File: config.mk
export PLATFORM = sky130hd
export DESIGN_NAME = clkdiv_rate_ctrl
export DESIGN_NICKNAME = d
export VERILOG_FILES = /design/src/rtl/clkdiv_ctrl_pkg.sv /design/src/rtl/clkdiv_core.sv /design/src/rtl/clkdiv_rate_ctrl.sv
export SDC_FILE = /design/constraint.sdc
export NUM_CORES = 1
export LEC_CHECK = 0
export BUFFER_PORTS_ARGS = -buffer_cell sky130_fd_sc_hd__buf_4
export CORE_MARGIN = 8
export CORE_UTILIZATION = 31
export CTS_CLUSTER_DIAMETER = 50
export DETAILED_ROUTE_END_ITERATION = 8
export HOLD_SLACK_MARGIN = 0.15
export PLACE_DENSITY_LB_ADDON = 0.08
export SLEW_MARGIN = 20
export SYNTH_ARGS = -nofsm -noshare
export SYNTH_HDL_FRONTEND = slang
export SYNTH_HIERARCHICAL = 1
export SYNTH_SLANG_ARGS = --single-unit
File: constraint.sdc
create_clock -name clk_i -period 9 [get_ports clk_i]
set_input_delay 0.9 -clock clk_i [delete_from_list [all_inputs] [get_ports clk_i]]
set_output_delay 0.9 -clock clk_i [all_outputs]
set_load 0.1 [all_outputs]
File: src/rtl/clkdiv_ctrl_pkg.sv
// Shared types and constants for the divide-rate controller and its divider core.
package clkdiv_ctrl_pkg;

  typedef enum logic [1:0] {
    STOP = 2'd0,
    RUN  = 2'd1,
    PEND = 2'd2
  } state_e;

  localparam int MIN_RATE = 2;
  localparam int PERCNT_W = 16;

endpackage

File: src/rtl/clkdiv_core.sv
// Programmable 50%-duty divider: counter 0..rate-1, posedge/negedge toggle flops, boundary detect.
module clkdiv_core #(
  parameter int COUNTER_WIDTH = 7
) (
  input  logic                     clk_i,
  input  logic                     rst_n_i,
  input  logic                     run_en,
  input  logic [COUNTER_WIDTH-1:0] rate,
  output logic                     clk_o,
  output logic                     boundary
);

  localparam logic [COUNTER_WIDTH-1:0] ONE = COUNTER_WIDTH'(1);

  logic [COUNTER_WIDTH-1:0] cnt_q, cnt_d;
  logic [COUNTER_WIDTH-1:0] half_even, half_odd;
  logic                     rate_odd;
  logic                     div1_q, div2p_q, div2n_q;

  assign rate_odd  = rate[0];
  assign half_even = rate >> 1;
  assign half_odd  = (rate >> 1) + ONE;
  assign boundary  = run_en && (cnt_q == rate - ONE);

  always_comb begin
    cnt_d = cnt_q + ONE;
    if (!run_en || boundary) cnt_d = '0;
  end

  // Toggle flops are held (never cleared) when stopped: a full period toggles
  // each side once, so they already agree and clk_o rests low without a glitch.
  always_ff @(posedge clk_i or negedge rst_n_i) begin
    if (!rst_n_i) begin
      cnt_q   <= '0;
      div1_q  <= 1'b0;
      div2p_q <= 1'b0;
    end else begin
      cnt_q <= cnt_d;
      if (run_en && cnt_q == '0) div1_q <= ~div1_q;
      if (run_en && !rate_odd && cnt_q == half_even) div2p_q <= ~div2p_q;
    end
  end

  // Odd rates: falling edge gives the half-cycle needed for 50% duty.
  always_ff @(negedge clk_i or negedge rst_n_i) begin
    if (!rst_n_i) begin
      div2n_q <= 1'b0;
    end else if (run_en && rate_odd && cnt_q == half_odd) begin
      div2n_q <= ~div2n_q;
    end
  end

  assign clk_o = div1_q ^ div2p_q ^ div2n_q;

endmodule

File: src/rtl/clkdiv_rate_ctrl.sv
// Divide-rate controller: validates rate requests and applies them only at period boundaries.
// Optional feature macro CLKDIV_CTRL_PERCNT_EN adds the period_cnt_o boundary counter.
module clkdiv_rate_ctrl
  import clkdiv_ctrl_pkg::*;
#(
  parameter int COUNTER_WIDTH = 7,
  parameter int DEFAULT_RATE  = 125
) (
  input  logic                     clk_i,
  input  logic                     rst_n_i,
  input  logic                     run_i,
  input  logic                     req_valid_i,
  input  logic [COUNTER_WIDTH-1:0] req_rate_i,
  output logic                     req_ready_o,
  output logic                     ack_o,
  output logic                     err_o,
  output logic [COUNTER_WIDTH-1:0] rate_o,
  output logic                     busy_o,
  output logic                     clk_o
`ifdef CLKDIV_CTRL_PERCNT_EN
  ,
  output logic [PERCNT_W-1:0]      period_cnt_o
`endif
);

  localparam logic [COUNTER_WIDTH-1:0] MIN_RATE_W     = COUNTER_WIDTH'(MIN_RATE);
  localparam logic [COUNTER_WIDTH-1:0] DEFAULT_RATE_W = COUNTER_WIDTH'(DEFAULT_RATE);

  state_e                   state_q, state_d;
  logic [COUNTER_WIDTH-1:0] rate_q, rate_d;
  logic [COUNTER_WIDTH-1:0] pend_q, pend_d;
  logic                     ack_q, ack_d;
  logic                     err_q, err_d;
  logic                     busy_q;
  logic                     accept, req_ok, boundary;

  assign req_ready_o = (state_q != PEND);
  assign accept      = req_valid_i && req_ready_o;
  assign req_ok      = accept && (req_rate_i >= MIN_RATE_W);

  clkdiv_core #(
    .COUNTER_WIDTH(COUNTER_WIDTH)
  ) u_core (
    .clk_i   (clk_i),
    .rst_n_i (rst_n_i),
    .run_en  (state_q != STOP),
    .rate    (rate_q),
    .clk_o   (clk_o),
    .boundary(boundary)
  );

  always_ff @(posedge clk_i or negedge rst_n_i) begin
    if (!rst_n_i) state_q <= STOP;
    else          state_q <= state_d;
  end

  always_comb begin
    state_d = state_q;
    unique case (state_q)
      STOP:    if (run_i) state_d = RUN;
      RUN:     if (boundary && !run_i) state_d = STOP;
               else if (req_ok)        state_d = PEND;
      PEND:    if (boundary) state_d = run_i ? RUN : STOP;
      default: state_d = STOP;
    endcase
  end

  // A request accepted on the very boundary where the clock stops has no later
  // boundary to wait for, so it is applied immediately like a request in STOP.
  always_comb begin
    ack_d  = 1'b0;
    rate_d = rate_q;
    pend_d = pend_q;
    err_d  = accept && !req_ok;
    unique case (state_q)
      STOP: if (req_ok) begin
        ack_d  = 1'b1;
        rate_d = req_rate_i;
      end
      RUN: if (req_ok) begin
        if (boundary && !run_i) begin
          ack_d  = 1'b1;
          rate_d = req_rate_i;
        end else begin
          pend_d = req_rate_i;
        end
      end
      PEND: if (boundary) begin
        ack_d  = 1'b1;
        rate_d = pend_q;
      end
      default: ;
    endcase
  end

  always_ff @(posedge clk_i or negedge rst_n_i) begin
    if (!rst_n_i) begin
      rate_q <= DEFAULT_RATE_W;
      pend_q <= DEFAULT_RATE_W;
      ack_q  <= 1'b0;
      err_q  <= 1'b0;
      busy_q <= 1'b0;
    end else begin
      rate_q <= rate_d;
      pend_q <= pend_d;
      ack_q  <= ack_d;
      err_q  <= err_d;
      busy_q <= (state_d == PEND);
    end
  end

  assign rate_o = rate_q;
  assign ack_o  = ack_q;
  assign err_o  = err_q;
  assign busy_o = busy_q;

`ifdef CLKDIV_CTRL_PERCNT_EN
  logic [PERCNT_W-1:0] pcnt_q;

  always_ff @(posedge clk_i or negedge rst_n_i) begin
    if (!rst_n_i)                      pcnt_q <= '0;
    else if (ack_d)                    pcnt_q <= '0;
    else if (boundary && pcnt_q != '1) pcnt_q <= pcnt_q + PERCNT_W'(1);
  end

  assign period_cnt_o = pcnt_q;
`endif

endmodule

; Yosys cells after proc, flatten, opt, wreduce, memory -nomap -nowiden
; Index checks and enable logic that the tools add are counted.
[totals]
in_bits = 11
regBits = 29
out_inout_bits = 12
elab_cells = 69
[op_classes]
add_sub_neg = 3
n_reduce_logical = 21
n_eq_ne = 11
n_lt_le_gt_ge = 1
bitwise = 6
n_mux = 17
[op_table]
columns = op, count
row1 = 2-to-1 mux 7 bit, 5
row2 = one-hot mux 7 bit (3 select lines), 1
row3 = == test 7 bit, 2
row4 = logical AND 1 bit, 10
row5 = "inequality test 2 bit, second input constant", 5
row6 = 2-to-1 mux 2 bit, 4
row7 = "adder 6 x 1 -> 7 bit, second input constant", 1
row8 = "adder 7 x 1 -> 7 bit, second input constant", 1
row9 = == test 7 x 6 -> 1 bit, 1
row10 = "greater-or-equal comparator 7 x 2 -> 1 bit, second input constant", 1
row11 = logical NOT 7 bit, 1
row12 = "subtractor 7 x 1 -> 7 bit, second input constant", 1
row13 = one-hot mux 2 bit (3 select lines), 1
row14 = 2-to-1 mux 1 bit, 5
row15 = AND reduction 5 bit, 1
row16 = "== test 2 bit, second input constant", 2
row17 = logical NOT 1 bit, 4
row18 = NOT 1 bit, 4
row19 = one-hot mux 1 bit (3 select lines), 1
row20 = AND reduction 3 bit, 1
row21 = nonzero test 3 bit, 1
row22 = "== test 2 x 1 -> 1 bit, second input constant", 1
row23 = logical NOT 2 bit, 1
row24 = nonzero test 2 bit, 1
row25 = 2 further kinds, 3

; Depth between registers and ports, before layout
; Gate-level depths: netlist of run 1.
[logic_depth]
ltp_word = 7
depth_mapped = 12

; By module
; Netlist of run 1, hierarchy kept.
[by_module_without_submodules]
columns = module, cells_each, area_per_inst_um2, instances
row1 = clkdiv_core, 113, 973.4, 1
row2 = clkdiv_rate_ctrl, 80, 915.9, 1

==> metrics.txt, run 1 <==
Clock Tree Buf Depth 2; TNS Setup 0 ps; r2r setup slk roughly 2300 ps; nets 228; die width between 90 and 100 um; clock skew 12.20 ps; initial DRC count between 70 and 80; total number of yosys warnings 6; FF-to-FF Start rate_o[2]$_DFFE_PN1P_; Seq/Total Area, Yosys between 30% and 40%; leading area contributor after synthesis dfrtp_1; Die ar. 8848 um^2; initial antenna violation count 0; CP Cell Sequence xnor2_1, xnor2_1, buf_4; Reg area ~740 um^2; first-pass GRT wire length between 7 and 8 mm; footprint of the multi-input gates 1032 um^2; count leader, synth nand2_1; num rows 28; Syn Nets around 210; top cell type's share of synthesized area between 20% and 30%; RSZ-0062 raised after global routing no; pin count of the biggest net entering global routing 30; GP Congestion about 0.8; Vias around 1.4k; synth cell count leaders nand2_1 (18), xnor2_1 (17), dfrtp_1 (16); via/cell ratio roughly 5; Antenna Nets Post-Route 0; Layout fillers slightly below 600; Pre-antenna DRT Iters 4; Reg clk slew, reported paths 50 ps; CP most frequent cell xnor2_1; Core ar. a little under 6000 um^2; max incr delay on CP roughly 440 ps; drt drc 0; Fin. Hold Viols 0; fraction of synthesized area in multiplexers slightly below 9%; Gate Count Post-Synth between 150 and 200; Avg Synthesized Cell Area between 9 and 10 um^2; CP max FO 2; Hold Crit Start u_core/div2n_q$_DFFE_NN0P_; synth unique cells 45; slowest library cell on the worst path dfrtn_1; status finished clean; H-tree Lvls 2; Hold Buf Count CTS 0; CP Data Arrival Time 5810 ps; total gr overflow 0; Inserted Clock Buffers 5; worst hold path depth 1; CTS tree yes; die height roughly 94 um; EDFF count, synth 0; share of layout cells above drive strength 1 around 28%; Post-Synth XOR/XNOR Area 12.98%; Worst slew margin between 50 and 60%; register bit total from synthesis 29; worst reg2reg endpoint u_core/div2n_q$_DFFE_NN0P_; Synth Area in Adders 3.311%; Synth area leaders dfrtp_1 (21%), dfstp_2 (17%), xnor2_1 (7.9%); Crit path required time 8100 ps; post-synthesis simple-gate area fraction between 10% and 20%; CP Capture Type primary output; Top Ports 23; Worst-Skew Late Latency between 200 and 300 ps; Worst Max-Slew Pin Slew slightly above 600 ps; Area Overhead vs Synth 17.42%; Clock Sinks 29; clk root buf clkbuf_8; Setup Buffers After CTS 0; final setup vio count 0; Worst Hold Path EP u_core/div2n_q$_DFFE_NN0P_; Port-buffer cells 22; largest family of logic cells by synthesized area simple AND/OR/NAND/NOR gates; worst r2r path cells 6; worst min-delay path class reg -> reg; Synth Area in Compound Gates 10.20%; Main synth FF type dfrtp_1; HPWL after DPL approximately 3.2 mm; wire per inst ~15 um; GRT Util Overall a little over a tenth; detailed-route wire length roughly 4.3 mm; crit start category flip-flop; max_cap viols 0; Post-CTS Resized 0; asr flop ratio synth 100.0%; initial core utilization a little under a third; # diodes 0; critical path class reg -> out; Slew Limit Fails 0; vias in the first global route 1448; Post-Syn Area approximately 1900 um^2
-- flip-flops by register name, summed over array words and instances (netlist names) --
register / flops
u_core/div2n_q: 1
pend_q: 7
u_core/cnt_q: 7
ack_o: 1
rate_o: 7
state_q: 2
err_o: 1
u_core/div2p_q: 1
u_core/div1_q: 1
busy_o: 1
-- stage by stage --
stage / cell area, um^2 / hold WS [ps] / utilization, % / setup slack (ps) / cells
floorplan: 1889 / 421.0 / - / 1538 / 193
global placement: 2102 / 440.7 / 35.50 / 2342 / 280
detailed placement: 2102 / 449.2 / 35.50 / 2283 / 280
CTS: 2218 / 453.6 / 37.47 / 2271 / 288
global route: 2218 / 489.6 / 37.47 / 2177 / 288
finish: 2218 / 452.2 / 37.47 / 2290 / 288
-- area by class of cell --
cell class	instances	area share, %
flip-flops and latches	29	33.39
multi-input cells	140	46.53
well taps	75	4.230
clock inverters	1	1.354
clock buffers	7	3.892
inverters	13	2.820
repair buffers	23	7.783
-- how the worst max path moves through the flow --
stage,to,startpoint
floorplan,clk_o,u_core/div2n_q$_DFFE_NN0P_
global placement,u_core/div2n_q$_DFFE_NN0P_,rate_o[2]$_DFFE_PN1P_
detailed placement,u_core/div2n_q$_DFFE_NN0P_,rate_o[2]$_DFFE_PN1P_
CTS,clk_o,u_core/div2n_q$_DFFE_NN0P_
global route,u_core/div2n_q$_DFFE_NN0P_,rate_o[2]$_DFFE_PN1P_
finish,clk_o,u_core/div2n_q$_DFFE_NN0P_
-- layout by cell type, fill, tap and decap left out, types with 4 or more instances in the layout --
cell type and n:
a21oi_1 4, nor2_1 10, nor4_1 4, xnor2_1 17, a21o_1 4, a31oi_1 5, clkbuf_8 6, dfstp_2 12
nand2_1 18, mux2_2 5, xor2_1 11, nand2b_1 4, nand3_1 5, mux2_4 6, and2_1 5, dfrtp_1 16
ha_1 5, buf_4 23, inv_1 12
-- kinds of logic after synthesis --
kind of cell | Yosys count
muxes | 13
buffers and inverters | 24
xor gates and xnor gates | 28
adders and majority gates | 5
AOI/OAI and AO/OA | 27
DFF | 29
and+or+nand+nor | 67
-- worst max-delay path, delay by kind of cell, from the launching register on --
family / cells / cell delay, ps
xor gates and xnor gates: 2 / 280
DFF: 1 / 440
buffers and inverters: 1 / 310
-- routing by layer --
metal	global-route usage, %	vias to the layer above	part of all wire (%)
li1	-	697	-
met1	12.58	675	46
met2	16.69	36	49
met3	3.197	10	3.6
met5	0	-	0
met4	4.624	0	2.1
Power of run 1 is left out: the tool's default activity adds up to more than one toggle a clock period on the data nets, which glitch-free logic cannot reach.
==> run 2: changes to the inputs <==
--- a/config.mk
+++ b/config.mk
@@ -5,6 +5,7 @@
 export SDC_FILE = /design/constraint.sdc
 export NUM_CORES = 1
 export LEC_CHECK = 0
+export ABC_AREA = 1
 export BUFFER_PORTS_ARGS = -buffer_cell sky130_fd_sc_hd__buf_4
 export CORE_MARGIN = 8
 export CORE_UTILIZATION = 31
==> constraint.sdc (replaced) <==
create_clock -name clk_i -period 6.29 [get_ports clk_i]
set_input_delay 0.629 -clock clk_i [delete_from_list [all_inputs] [get_ports clk_i]]
set_output_delay 0.629 -clock clk_i [all_outputs]
set_load 0.1 [all_outputs]
==> run 2 against run 1 <==
Compared with the run above:
- core utilization is 1.8 points lower
- clock-buffer cell count shrank 1
- via count increased by 27%
- worst hold slack worse by 180 ps
- highest routed layer unchanged
==> metrics.txt, run 2 <==
Crit path required time 5660 ps (-2440 ps); GP Congestion 0.8090 (+1.5%); commonest non-fill, non-tap cells in the layout nand2_1 (85), inv_1 (43), nand3_1 (35), nor2_1 (22), buf_4 (22); Core ar. 6681 um^2 (+13%); CP Cell Sequence inv_1, xor2_1, buf_4; worst setup margin 1304 ps (-986.1 ps); CP Data Arrival Time 4360 ps (-1450 ps); Seq/Total Area, Yosys 35.39% (-3.8 points); Reg area 740.7 um^2 (unchanged); final core utilization 35.71% (-1.8 points); Pre-antenna DRT Iters 5 (+1); H-tree Lvls 2 (unchanged); Peak VDD IR between 0.09 and 0.1 mV; num rows 30 (+7.1%); Setup Buffers After CTS 0 (unchanged); max_cap viols 0 (unchanged); top cell type's share of synthesized area 19.13% (-2.1 points); met1 usage 13.01% (+0.43 points); synth unique cells 29 (-36%); Post-Syn Area 2093 um^2 (+11%); Gate Count Post-Synth 291 (+51%); HPWL after DPL 3.861 mm (+19%); die width 98.18 um (+4.4%); Inserted Clock Buffers 5 (unchanged); register bit total from synthesis 29 (unchanged); share of layout cells above drive strength 1 22.78% (-5.4 points); Layout fillers 750 (+26%); Worst-Skew Late Latency 290 ps (about the same); final setup vio count 0 (unchanged); status finished clean; Area Overhead vs Synth 13.99%; max incr delay on CP 410 ps (-30 ps); Syn Nets 307 (+47%); first-pass GRT wire length 8.411 mm (+16%); detailed-route wire length 4.891 mm (+13%); global route hottest layer met2; Post-CTS Resized 0 (unchanged); CP max FO 2 (unchanged); count leader, synth nand2_1; Port-buffer cells 22 (unchanged); Worst slew margin 73.25% (+15 points); Hold Buf Count CTS 0 (unchanged); post-route insts no fill 396 (+38%); pwr dens 145.8 nW/um^2; Slew Limit Fails 0 (unchanged); critical path class reg -> out; via/cell ratio 4.548 (-7.6%); total number of yosys warnings 6 (unchanged); total gr overflow 0 (unchanged); Clock Tree Buf Depth 2 (unchanged); hold slack 276.5 ps (-175.7 ps); Area after DPL 2303 um^2 (+9.6%); synth cell count leaders nand2_1 (85), inv_1 (43), nand3_1 (35); CTS tree yes; Reg clk slew, reported paths 60 ps (about the same); Pwr Total roughly 0.35 mW; RSZ-0062 raised after global routing no; asr flop ratio synth 100.0% (unchanged); initial DRC count 65 (-8.5%); drt drc 0 (unchanged); wire per inst 12.35 um (-18%); Synth area leaders dfrtp_1 (19%), nand2_1 (15%), dfstp_2 (15%); most common cell after layout, fill and taps aside nand2_1; Clock Sinks 29 (unchanged); Vias 1801 (+27%); DP Cell Count 388 (+39%); vias in the first global route 1794 (+24%); initial antenna violation count 0 (unchanged); GRT Util Overall 10.84% (+0.40 points); pin count of the biggest net entering global routing 30 (unchanged); crit start category flip-flop; leading area contributor after synthesis dfrtp_1; Main synth FF type dfrtp_1; nets 331 (+45%); finished layout cell area 2386 um^2 (+7.6%); Fin. Hold Viols 0 (unchanged); EDFF count, synth 0 (unchanged); CP Capture Type primary output; Post-Place Setup Slack 1387 ps (-896.6 ps); slowest library cell on the worst path dfrtn_1; Antenna Nets Post-Route 0 (unchanged); Leakage between 1 and 1.5 nW; TNS Setup 0 ps (unchanged); Top Ports 23 (unchanged); M3 GR Usage 2.703% (-0.49 points); Avg Synthesized Cell Area 7.193 um^2 (-27%); # diodes 0 (unchanged); initial core utilization 31.33% (-0.58 points); Die ar. 9638 um^2 (+8.9%); footprint of the multi-input gates 1115 um^2 (+8.0%); Worst Max-Slew Pin Slew 401.3 ps (-217.7 ps); die height 98.18 um (+4.4%); worst min-delay path class in -> async; clock skew 14.68 ps (+2.482 ps); clk root buf clkbuf_8; met2 Usage GRT 18.18% (+1.5 points)
-- run 2: logic make-up (layout without fill, tap and decap cells) --
| group | Yosys count | count (layout) | share of synthesized area [%] |
|---|---|---|---|
| buffers and inverters | 53 | 78 | 11.36 |
| AOI/OAI and AO/OA | 22 | 22 | 6.635 |
| adders and majority gates | 5 | 5 | 2.989 |
| DFF | 29 | 29 | 35.39 |
| and+or+nand+nor | 169 | 169 | 38.19 |
| xor gates and xnor gates | 13 | 13 | 5.439 |
-- run 2: power breakdown --
group / total [mW] / internal, mW / switching, mW
clock network: 0.149 / 0.0765 / 0.0728
logic: 0.0115 / 0.00442 / 0.00711
registers: 0.187 / 0.187 / 0
-- run 2: path summary, 6_finish.rpt --
kind	start	endpoint	slack, ps	depth (start not counted)
max in group asynchronous	rst_n_i	u_core/div2n_q$_DFFE_NN0P_	2670	1
worst min register to register	u_core/div2n_q$_DFFE_NN0P_	u_core/div2n_q$_DFFE_NN0P_	430	3
min in group clk_i	u_core/div2n_q$_DFFE_NN0P_	u_core/div2n_q$_DFFE_NN0P_	430	3
worst max-delay path	u_core/div2n_q$_DFFE_NN0P_	clk_o	1300	3
worst min-delay path	rst_n_i	err_o$_DFF_PN0_	280	1
worst max register to register	rate_o[2]$_DFFE_PN1P_	u_core/div2n_q$_DFFE_NN0P_	1400	11
-- run 2: area by class of cell --
class | instances | area share, %
Multi-Input combinational cell | 209 | 46.72
Sequential cell | 29 | 31.04
Inverter | 48 | 7.656
Timing Repair Buffer | 22 | 6.922
Tap cell | 80 | 4.195
Clock buffer | 6 | 3.041
Clock inverter | 2 | 0.4195
-- run 2: layer usage --
layer	wire, um	part of all wire (%)
met4	98	2.0
met1	2335	48
met3	134	2.7
met5	0	0
met2	2321	47
-- run 2: worst max-delay path: cells and delay by family, from the launching register on --
| family | cells | cell delay (ps) |
|---|---|---|
| XOR/XNOR | 1 | 140 |
| buffers and inverters | 2 | 360 |
| flip-flops | 1 | 410 |
No activity file was read; power rests on OpenSTA's default activity.
==> run 3: changes to the inputs <==
==> constraint.sdc (replaced) <==
create_clock -name clk_i -period 4.76 [get_ports clk_i]
set_input_delay 0.476 -clock clk_i [delete_from_list [all_inputs] [get_ports clk_i]]
set_output_delay 0.476 -clock clk_i [all_outputs]
set_load 0.1 [all_outputs]
==> run 3 against run 2 <==
Compared with the run above:
- clock-buffer cell count unchanged
- sequential cell count unchanged
- worst hold slack improved by 140 ps
- clock skew about the same
- power increased by 33%
- combinational power increased by 37%
- critical path type is now reg -> reg
==> metrics.txt, run 3 (synthesis results as in run 2) <==
status finished clean; detailed-route wire length 4.857 mm (-0.70%); Reg clk slew, reported paths 70 ps (about the same); Fin. Hold Viols 0 (unchanged); Antenna Nets Post-Route 0 (unchanged); Top Ports 23 (unchanged); clk root buf clkbuf_8; CTS tree yes; commonest non-fill, non-tap cells in the layout nand2_1 (85), inv_1 (43), nand3_1 (35), nor2_1 (22), buf_4 (22); via/cell ratio 4.542 (-0.14%); crit start category flip-flop; total gr overflow 0 (unchanged); Worst slew margin 74.61% (+1.4 points); CP most frequent cell nand2_1; max incr delay on CP 650 ps (+240 ps); worst min-delay path class in -> reg; Post-CTS Resized 0 (unchanged); drt drc 0 (unchanged); Worst-Skew Late Latency 290 ps (about the same); Clock Tree Buf Depth 2 (unchanged); RSZ-0062 raised after global routing no; first-pass GRT wire length 8.362 mm (-0.58%); HPWL after DPL 3.818 mm (-1.1%); CP Data Arrival Time 1910 ps (-2450 ps); Port-buffer cells 22 (unchanged); Worst Path Buf+Inv 3 (+1); CP Capture Type flip-flop; Slew Limit Fails 0 (unchanged); Inserted Clock Buffers 5 (unchanged); Area Overhead vs Synth 14.47%; initial antenna violation count 0 (unchanged); GRT Util Overall 10.76% (-0.079 points); Peak VDD IR 0.1238 mV (+35%); clock skew 15.02 ps (+0.3403 ps); share of layout cells above drive strength 1 22.71% (-0.072 points); Pre-antenna DRT Iters 4 (-1); die width 98.18 um (unchanged); initial core utilization 31.33% (unchanged); wire per inst 12.23 um (-0.95%); initial DRC count 55 (-15%); Layout fillers 750 (unchanged); Clock Sinks 29 (unchanged); GP Congestion 0.8089 (about the same); CP max FO 9 (+7); CP top delay family flip-flops; H-tree Lvls 2 (unchanged); Core ar. 6681 um^2 (unchanged); final setup vio count 0 (unchanged); Worst Max-Slew Pin Slew 380.8 ps (-20.47 ps); pwr dens 192.4 nW/um^2 (+32%); num rows 30 (unchanged); nets 332 (+0.30%); Die ar. 9638 um^2 (unchanged); TNS Setup 0 ps (unchanged); critical path class reg -> reg; finished layout cell area 2396 um^2 (+0.42%); most common cell after layout, fill and taps aside nand2_1; vias in the first global route 1792 (-0.11%); die height 98.18 um (unchanged); max_cap viols 0 (unchanged); slowest library cell on the worst path dfstp_2; pin count of the biggest net entering global routing 30 (unchanged); Area after DPL 2303 um^2 (unchanged); CP Cell Sequence inv_2, ha_1, inv_1, nand2_1, nand3_1, nor2_1, nand2_1, nor2_1, nand3_1, nand2_1, inv_1; Leakage 1.262 nW (+0.33%); Vias 1803 (+0.11%); # diodes 0 (unchanged); Crit path required time 2530 ps (-3130 ps)
==> run 3: changes by cell type in the layout (fill, tap and decap cells not counted), sizes merged <==
cell         previous run  this run
dlygate4sd3             0         1
==> run 3: area by class of cell <==
cell class / instances / area, um^2 / share of cell area, %
Clock buffer: 6 / 72.57 / 3.029
Timing Repair Buffer: 23 / 175.2 / 7.311
Clock inverter: 2 / 10.01 / 0.4178
Multi-Input combinational cell: 209 / 1115 / 46.53
Inverter: 48 / 182.7 / 7.624
Sequential cell: 29 / 740.7 / 30.91
Tap cell: 80 / 100.1 / 4.178
==> run 3: worst paths after layout <==
kind,slack (ps),endpoint,start,cells after the start
max,620,u_core/div2n_q$_DFFE_NN0P_,rate_o[2]$_DFFE_PN1P_,11
min,410,pend_q[6]$_DFFE_PN1P_,req_rate_i[6],3
max reg2reg,620,u_core/div2n_q$_DFFE_NN0P_,rate_o[2]$_DFFE_PN1P_,11
min reg2reg,430,u_core/div2n_q$_DFFE_NN0P_,u_core/div2n_q$_DFFE_NN0P_,3
max in group asynchronous,1530,u_core/div2n_q$_DFFE_NN0P_,rst_n_i,2
min in group asynchronous,660,busy_o$_DFF_PN0_,rst_n_i,2
==> run 3: routing by layer <==
| layer | vias up | share of wire, % | wire [um] | track usage, % |
|---|---|---|---|---|
| li1 | 951 | - | - | - |
| met4 | 0 | 1.5 | 71 | 3.542 |
| met5 | - | 0 | 0 | 0 |
| met3 | 8 | 2.9 | 143 | 2.774 |
| met2 | 29 | 48 | 2321 | 18.28 |
| met1 | 815 | 48 | 2320 | 12.87 |
==> run 3: per-stage QoR <==
stage	std cells	util, %	setup slack [ps]	hold slack (ps)	power, mW
2_1_floorplan	291	-	29.00	180.4	0.2529
3_3_place_gp	388	34.48	639.7	429.5	0.2672
3_5_place_dp	388	34.48	599.8	431.5	0.2672
4_1_cts	397	35.86	599.5	403.4	0.4722
5_1_grt	397	35.86	436.2	406.9	0.4831
6_report	397	35.86	617.8	413.6	0.4610
==> run 3: worst min-delay path, cell delays in order <==
cell and delay (ps):
buf_4 100, nand2_4 40, o21ai_2 40
==> run 3: repair_timing <==
action	in CTS	in global routing
hold buffers	1	0
hold endpoints to repair	16	0
setup buffers	0	0
==> run 3: power breakdown <==
| group | switching, mW | total, mW | internal [mW] |
|---|---|---|---|
| clock network | 0.0971 | 0.198 | 0.101 |
| registers | 0 | 0.247 | 0.247 |
| logic | 0.00931 | 0.0157 | 0.00637 |
